**src/rtl/relayer_pkg.sv**
```systemverilog
// Shared instruction field layout, opcodes and hazard helper predicates
// for the relay stage between fetch and decode.
package relayer_pkg;

   typedef logic [15:0] instr_t;

   localparam int OPC_MSB = 15;
   localparam int OPC_LSB = 12;
   localparam int RD_MSB  = 11;
   localparam int RD_LSB  = 8;
   localparam int RS1_MSB = 7;
   localparam int RS1_LSB = 4;
   localparam int RS2_MSB = 3;
   localparam int RS2_LSB = 0;

   localparam logic [3:0] OPC_LOAD   = 4'h8;
   localparam logic [3:0] OPC_STORE  = 4'h9;
   localparam logic [3:0] OPC_BRANCH = 4'hF;

   function automatic logic [3:0] get_opc(instr_t x);
      return x[OPC_MSB:OPC_LSB];
   endfunction

   function automatic logic [3:0] get_rd(instr_t x);
      return x[RD_MSB:RD_LSB];
   endfunction

   function automatic logic [3:0] get_rs1(instr_t x);
      return x[RS1_MSB:RS1_LSB];
   endfunction

   function automatic logic [3:0] get_rs2(instr_t x);
      return x[RS2_MSB:RS2_LSB];
   endfunction

   // An all-zero word is a NOP and never produces a result.
   function automatic logic writes_rd(instr_t x);
      return (get_opc(x) != OPC_STORE) && (get_opc(x) != OPC_BRANCH) && (x != '0);
   endfunction

   function automatic logic is_mem(instr_t x);
      return (get_opc(x) == OPC_LOAD) || (get_opc(x) == OPC_STORE);
   endfunction

endpackage

```
**src/rtl/relayer_queue_if.sv**
```systemverilog
// Fetch-side and decode-side handshake bundle of the relay queue.
interface relayer_queue_if #(parameter int IW = 16);

   logic          in_valid;
   logic [IW-1:0] in_instr0;
   logic [IW-1:0] in_instr1;
   logic          in_ready;
   logic          out_valid0;
   logic [IW-1:0] out_instr0;
   logic          out_valid1;
   logic [IW-1:0] out_instr1;
   logic          out_ready;
   logic          issingleinstr;
   logic          isstall;

   modport slave (
      input  in_valid, in_instr0, in_instr1, out_ready,
      output in_ready, out_valid0, out_instr0, out_valid1, out_instr1,
             issingleinstr, isstall
   );

   modport master (
      output in_valid, in_instr0, in_instr1, out_ready,
      input  in_ready, out_valid0, out_instr0, out_valid1, out_instr1,
             issingleinstr, isstall
   );

endinterface

```
**src/rtl/relayer_hazard.sv**
```systemverilog
// Pairwise dependency check between the two oldest queued instructions;
// any hazard forces single issue.
module relayer_hazard
   import relayer_pkg::*;
(
   input  instr_t a,
   input  instr_t b,
   output logic   hazard
);

   logic raw, waw, mem, ser;

   always_comb begin
      raw    = writes_rd(a) && ((get_rd(a) == get_rs1(b)) || (get_rd(a) == get_rs2(b)));
      waw    = writes_rd(a) && writes_rd(b) && (get_rd(a) == get_rd(b));
      mem    = is_mem(a) && is_mem(b);
      ser    = (get_opc(a) == OPC_BRANCH) || (get_opc(b) == OPC_BRANCH);
      hazard = raw || waw || mem || ser;
   end

endmodule

```
**src/rtl/relayer_queue.sv**
```systemverilog
// Circular relay queue: accepts fetch pairs, drops NOPs, and issues one or
// two of the oldest entries per cycle depending on their independence.
module relayer_queue
   import relayer_pkg::*;
#(
   parameter int IW       = 16,
   parameter int DEPTH    = 8,
   parameter bit DROP_NOP = 1'b1
) (
   input  logic            clk,
   input  logic            rst,
   input  logic            flush,
   relayer_queue_if.slave  q
);

   localparam int PW = $clog2(DEPTH);
   typedef logic [PW-1:0] ptr_t;
   typedef logic [PW:0]   cnt_t;

   logic [IW-1:0] mem_q [DEPTH];
   ptr_t          head_q, head_d, tail_q, tail_d;
   cnt_t          count_q, count_d;

   logic [IW-1:0] instr_a, instr_b;
   logic          hazard, valid0, valid1;
   logic          keep0, keep1, push, wr0_en, wr1_en;
   ptr_t          wr1_addr;
   logic [1:0]    push_n, pop_n;

   // Slot 1 wraps naturally because DEPTH is a power of two.
   assign instr_a = mem_q[head_q];
   assign instr_b = mem_q[head_q + ptr_t'(1)];

   relayer_hazard u_hazard (
      .a      (instr_a),
      .b      (instr_b),
      .hazard (hazard)
   );

   always_comb begin
      // NOTE: every signal gets a default first, so no path can leave one unassigned and infer a latch.
      valid0   = (count_q != '0);
      valid1   = (count_q >= cnt_t'(2)) && !hazard;
      keep0    = !(DROP_NOP && (q.in_instr0 == '0));
      keep1    = !(DROP_NOP && (q.in_instr1 == '0));
      push     = q.in_valid && q.in_ready && !flush;
      wr0_en   = push && keep0;
      wr1_en   = push && keep1;
      wr1_addr = keep0 ? tail_q + ptr_t'(1) : tail_q;
      push_n   = push ? ({1'b0, keep0} + {1'b0, keep1}) : 2'd0;
      pop_n    = (q.out_ready && !flush) ? ({1'b0, valid0} + {1'b0, valid1}) : 2'd0;
      head_d   = head_q + ptr_t'(pop_n);
      tail_d   = tail_q + ptr_t'(push_n);
      count_d  = count_q + cnt_t'(push_n) - cnt_t'(pop_n);
      if (flush) begin
         head_d  = '0;
         tail_d  = '0;
         count_d = '0;
      end
   end

   always_ff @(posedge clk) begin
      // NOTE: state registers use non-blocking assignments so every flop samples pre-edge values.
      if (rst) begin
         head_q  <= '0;
         tail_q  <= '0;
         count_q <= '0;
      end else begin
         head_q  <= head_d;
         tail_q  <= tail_d;
         count_q <= count_d;
      end
   end

   // NOTE: the storage array is deliberately not reset; entries are only observed behind count_q.
   always_ff @(posedge clk) begin
      if (wr0_en) mem_q[tail_q]   <= q.in_instr0;
      if (wr1_en) mem_q[wr1_addr] <= q.in_instr1;
   end

   assign q.in_ready      = (count_q <= cnt_t'(DEPTH - 2));
   assign q.out_valid0    = valid0;
   assign q.out_valid1    = valid1;
   assign q.out_instr0    = valid0 ? instr_a : '0;
   assign q.out_instr1    = valid1 ? instr_b : '0;
   assign q.issingleinstr = valid0 && !valid1;
   assign q.isstall       = (count_q >= cnt_t'(2)) && hazard;

endmodule

```
**src/flat_wrapper.sv**
```systemverilog
// flat-port wrapper written by rule: the top's interface ports become plain ports
module relayer_queue_flat import relayer_pkg::*;
#(
   parameter int IW       = 16,
   parameter int DEPTH    = 8,
   parameter bit DROP_NOP = 1'b1
)
  (clk, rst, flush, q_in_valid, q_in_instr0, q_in_instr1, q_out_ready, q_in_ready, q_out_valid0, q_out_instr0, q_out_valid1, q_out_instr1, q_issingleinstr, q_isstall);
  relayer_queue_if #(.IW(IW)) q_i ();
  input  logic clk;
  input  logic rst;
  input  logic flush;
  input wire logic [$bits(q_i.in_valid)-1:0] q_in_valid;
  input wire logic [$bits(q_i.in_instr0)-1:0] q_in_instr0;
  input wire logic [$bits(q_i.in_instr1)-1:0] q_in_instr1;
  input wire logic [$bits(q_i.out_ready)-1:0] q_out_ready;
  output wire logic [$bits(q_i.in_ready)-1:0] q_in_ready;
  output wire logic [$bits(q_i.out_valid0)-1:0] q_out_valid0;
  output wire logic [$bits(q_i.out_instr0)-1:0] q_out_instr0;
  output wire logic [$bits(q_i.out_valid1)-1:0] q_out_valid1;
  output wire logic [$bits(q_i.out_instr1)-1:0] q_out_instr1;
  output wire logic [$bits(q_i.issingleinstr)-1:0] q_issingleinstr;
  output wire logic [$bits(q_i.isstall)-1:0] q_isstall;
  assign q_i.in_valid = q_in_valid;
  assign q_i.in_instr0 = q_in_instr0;
  assign q_i.in_instr1 = q_in_instr1;
  assign q_i.out_ready = q_out_ready;
  assign q_in_ready = q_i.in_ready;
  assign q_out_valid0 = q_i.out_valid0;
  assign q_out_instr0 = q_i.out_instr0;
  assign q_out_valid1 = q_i.out_valid1;
  assign q_out_instr1 = q_i.out_instr1;
  assign q_issingleinstr = q_i.issingleinstr;
  assign q_isstall = q_i.isstall;
  relayer_queue #(.IW(IW), .DEPTH(DEPTH), .DROP_NOP(DROP_NOP)) u_core (.clk(clk), .rst(rst), .flush(flush), .q(q_i));
endmodule
```
**config.mk**
```make
export PLATFORM = sky130hd
export DESIGN_NAME = relayer_queue_flat
export DESIGN_NICKNAME = d
export VERILOG_FILES = /design/src/rtl/relayer_pkg.sv /design/src/rtl/relayer_queue_if.sv /design/src/rtl/relayer_hazard.sv /design/src/rtl/relayer_queue.sv /design/src/flat_wrapper.sv
export SDC_FILE = /design/constraint.sdc
export NUM_CORES = 1
export LEC_CHECK = 0
export BUFFER_PORTS_ARGS = -buffer_cell sky130_fd_sc_hd__buf_2
export CAP_MARGIN = 20
export CORE_UTILIZATION = 50
export DETAILED_ROUTE_END_ITERATION = 8
export GPL_ROUTABILITY_DRIVEN = 0
export GPL_TIMING_DRIVEN = 0
export PLACE_DENSITY = 0.76
export REMOVE_ABC_BUFFERS = 1
export SLEW_MARGIN = 20
export SYNTH_ARGS = -nofsm -noshare
export SYNTH_HDL_FRONTEND = slang
export SYNTH_SLANG_ARGS = --single-unit
```
**constraint.sdc**
```tcl
create_clock -name clk -period 8 [get_ports clk]
set_clock_uncertainty 0.2 [all_clocks]
set_input_delay 0.8 -clock clk [delete_from_list [all_inputs] [get_ports clk]]
set_output_delay 0.8 -clock clk [all_outputs]
set_load 0.05 [all_outputs]
```
==> impl_metrics.ini <==
[sta]
rsz0062_at_grt = false
worst_pin_slew_ps = 1150
period_share = 0.721
slew_viol_final = 0
clock.fmax_mhz = 173
setup_viol_count_final = 0
holdWs_ps = 463
finalWorstPathRequiredPeriod_ps = 5770
final_hold_viol_count = 0
timing.slew.headroom = 0.236

[placed_design]
dp_hpwl_um = 18300
port_buffers = 73
dpl_cell_area_sq_um = 10000
post-place-cells = 951

[final_layout]
syn_to_final_growth_pct = 13.8
layout_common_cells = edfxtp_1 (128), mux2_2 (125), buf_2 (73)
final_area_sq_um = 10700
drive_gt1_frac = 0.437
layout_commonest_cell = edfxtp_1
fin_util = 0.587
finalNetCount = 796
fillers = 1383
diodes = 0
stdcell_count = 984

[critical_path]
crit_chain = buf_12 -> ha_4 -> xor2_4 -> buf_16 -> mux4_2 -> mux2i_1 -> xor2_1 -> o41ai_2 -> nand2b_4 -> and3_1 -> ha_1 -> and3b_1 -> fa_1 -> inv_1 -> ha_1 -> a21o_1 -> a21oi_1 -> xnor2_1 -> nor2_1
worstPathRequired_ps = 8110
crit_path_start_kind = flip-flop
cp_max_fo = 19
crit_family = adder cells
slowest_stage = o41ai_2
timing.critical_path.buf_inv = 3
r2r_slack_ps = 2230
crit_type = flip-flop to flip-flop
endpoint_kind = flip-flop
crit_top_cell = ha_1
cp.arrival_ps = 5880
slowest_delay_ps = 530

[synthesis]
ys_seq_area_frac = 0.430
synthesis.area_sq_um = 9400
synthTopCellsByArea = edfxtp_1 (41%), mux2_2 (15%), mux4_2 (14%)
synth-main-ff-cell = edfxtp_1
synth_edf_count = 128
synth_cells = 677
ys_async_sr_fraction = 0
syn_area_per_cell_sq_um = 13.9
synth.distinct_cells = 64
yosys_warnings = 0
ys_seq_elements = 138
yosysTopAreaCell = edfxtp_1
yosysTopAreaCellShare = 0.409

[power]
worst_ir_drop_vdd_mv = 0.188
cellLeakagePower_nw = 3.58
finalPower_mw = 3.02
powerDensity_nw_per_um2 = 282

[clock_tree]
cts_tree = done
clockRootBuffer = clkbuf_16
cts.htree.levels = 4
clkSinkCount = 138
clockBufferDepth = 2
insertion_delay_ps = 420
clk_pin_slew_ps = 60
cts_setup_buffers = 0
cts_resized = 0
ctsHoldBuffers = 0
cts_buffers = 17

[drt]
drt_iter0_drc = 652
avgRoutedWirePerCell_um = 27.0
drcViolationCount = 8
drtPass1Iterations = 9
vias_per_cell = 6.77
routed_wl_um = 26500
ant_nets = 0
vias = 6665

[floorplanning]
die_x_um = 139
die_y_um = 139
io_pins = 74
initial_core_util = 0.516
dieArea_sq_um = 19400
core-area_sq_um = 18200
rows = 49

[status]
status = finished with violations
violations = DRC

[flow_run]
cap_violations = 0

[global_routing]
gr-total-overflow = 0
antenna_found_initial = 0
grt_usage = 0.284
grt_pass1_vias = 6862
grt_max_degree = 54
grt_first_pass_wirelength_um = 40600

[worst_hold_path]
hold_path.class = flip-flop to flip-flop
final cells by class:
type / instances / area [sq um] / share of cell area
multi-input combinational: 486 / 5110 / 0.478
sequential: 138 / 4050 / 0.379
timing repair buffer: 85 / 569 / 0.0532
clock buffer: 18 / 429 / 0.0401
tap: 229 / 287 / 0.0268
clock inverter: 14 / 195 / 0.0182
inverter: 14 / 52.6 / 0.00491
synth_stat cells (all sizes together), types with 3 or more instances:
| cell | instances |
|---|---|
| edfxtp | 128 |
| mux2 | 128 |
| buf | 32 |
| nand2 | 19 |
| a21oi | 5 |
| or4b | 4 |
| inv | 14 |
| o21bai | 3 |
| nand2b | 4 |
| mux2i | 61 |
| clkbuf | 7 |
| nor3 | 10 |
| xor2 | 9 |
| o22ai | 7 |
| and2 | 9 |
| fa | 4 |
| mux4 | 58 |
| nor4 | 8 |
| dfxtp | 10 |
| or4 | 4 |
| and4 | 16 |
| nand4 | 8 |
| or2 | 3 |
| o21ai | 10 |
| nor2 | 55 |
| and3b | 4 |
| xnor2 | 8 |
| nand3 | 11 |
| ha | 13 |
state kept, by name, summed over array words and instances (netlist names):
| register | cells |
|---|---|
| u_core.head_q | 3 |
| u_core.mem_q | 128 |
| u_core.tail_q | 3 |
| u_core.count_q | 4 |
worst paths after layout:
path                            end              from  cells after the start
setup / recovery  u_core.count_q[3]  u_core.head_q[1]                     19
hold / removal     u_core.tail_q[2]  u_core.tail_q[2]                      2
setup reg to reg  u_core.count_q[3]  u_core.head_q[1]                     19
hold reg to reg    u_core.tail_q[2]  u_core.tail_q[2]                      2
logic make-up after synthesis:
group	count (synthesis)	synth area share
AO/OA/AOI/OAI	42	0.0323
XOR/XNOR	17	0.0178
adder cells (fa/ha/maj)	17	0.0258
buffers and inverters	53	0.0355
flip-flops	138	0.430
multiplexers	247	0.359
AND/OR/NAND/NOR	163	0.0988
stage by stage:
stage                     worst slack [ps]  setup TNS (ps)
after detailed placement              2010               0
after global placement               -1350          -13950
after global routing                  2040               0
final                                 2230               0
after floorplan                      -45.7           -45.7
after CTS                             1990               0
layer usage:
layer | wire length, um | GRT usage
met5 | 0 | 0
met4 | 796 | 0.106
met3 | 2110 | 0.0470
met2 | 13100 | 0.487
met1 | 10500 | 0.361
worst register-to-register path, stage by stage, from the launching register on:
cell and delay [ps]:
dfxtp_2 500, buf_12 240, ha_4 200, xor2_4 510, buf_16 240, mux4_2 330, mux2i_1 460, xor2_1 160
o41ai_2 530, nand2b_4 190, and3_1 250, ha_1 220, and3b_1 220, fa_1 490, inv_1 70, ha_1 290
a21o_1 180, a21oi_1 170, xnor2_1 140, nor2_1 60
power by group:
group	leakage, nW	internal [mW]	switching (mW)	total [mW]
logic	2.04	0.415	0.905	1.32
registers	1.24	0.830	0.0328	0.863
clock network	0.295	0.523	0.314	0.838
total	3.58	1.77	1.25	3.02
Note: power is estimated with default switching activity, not from simulation.
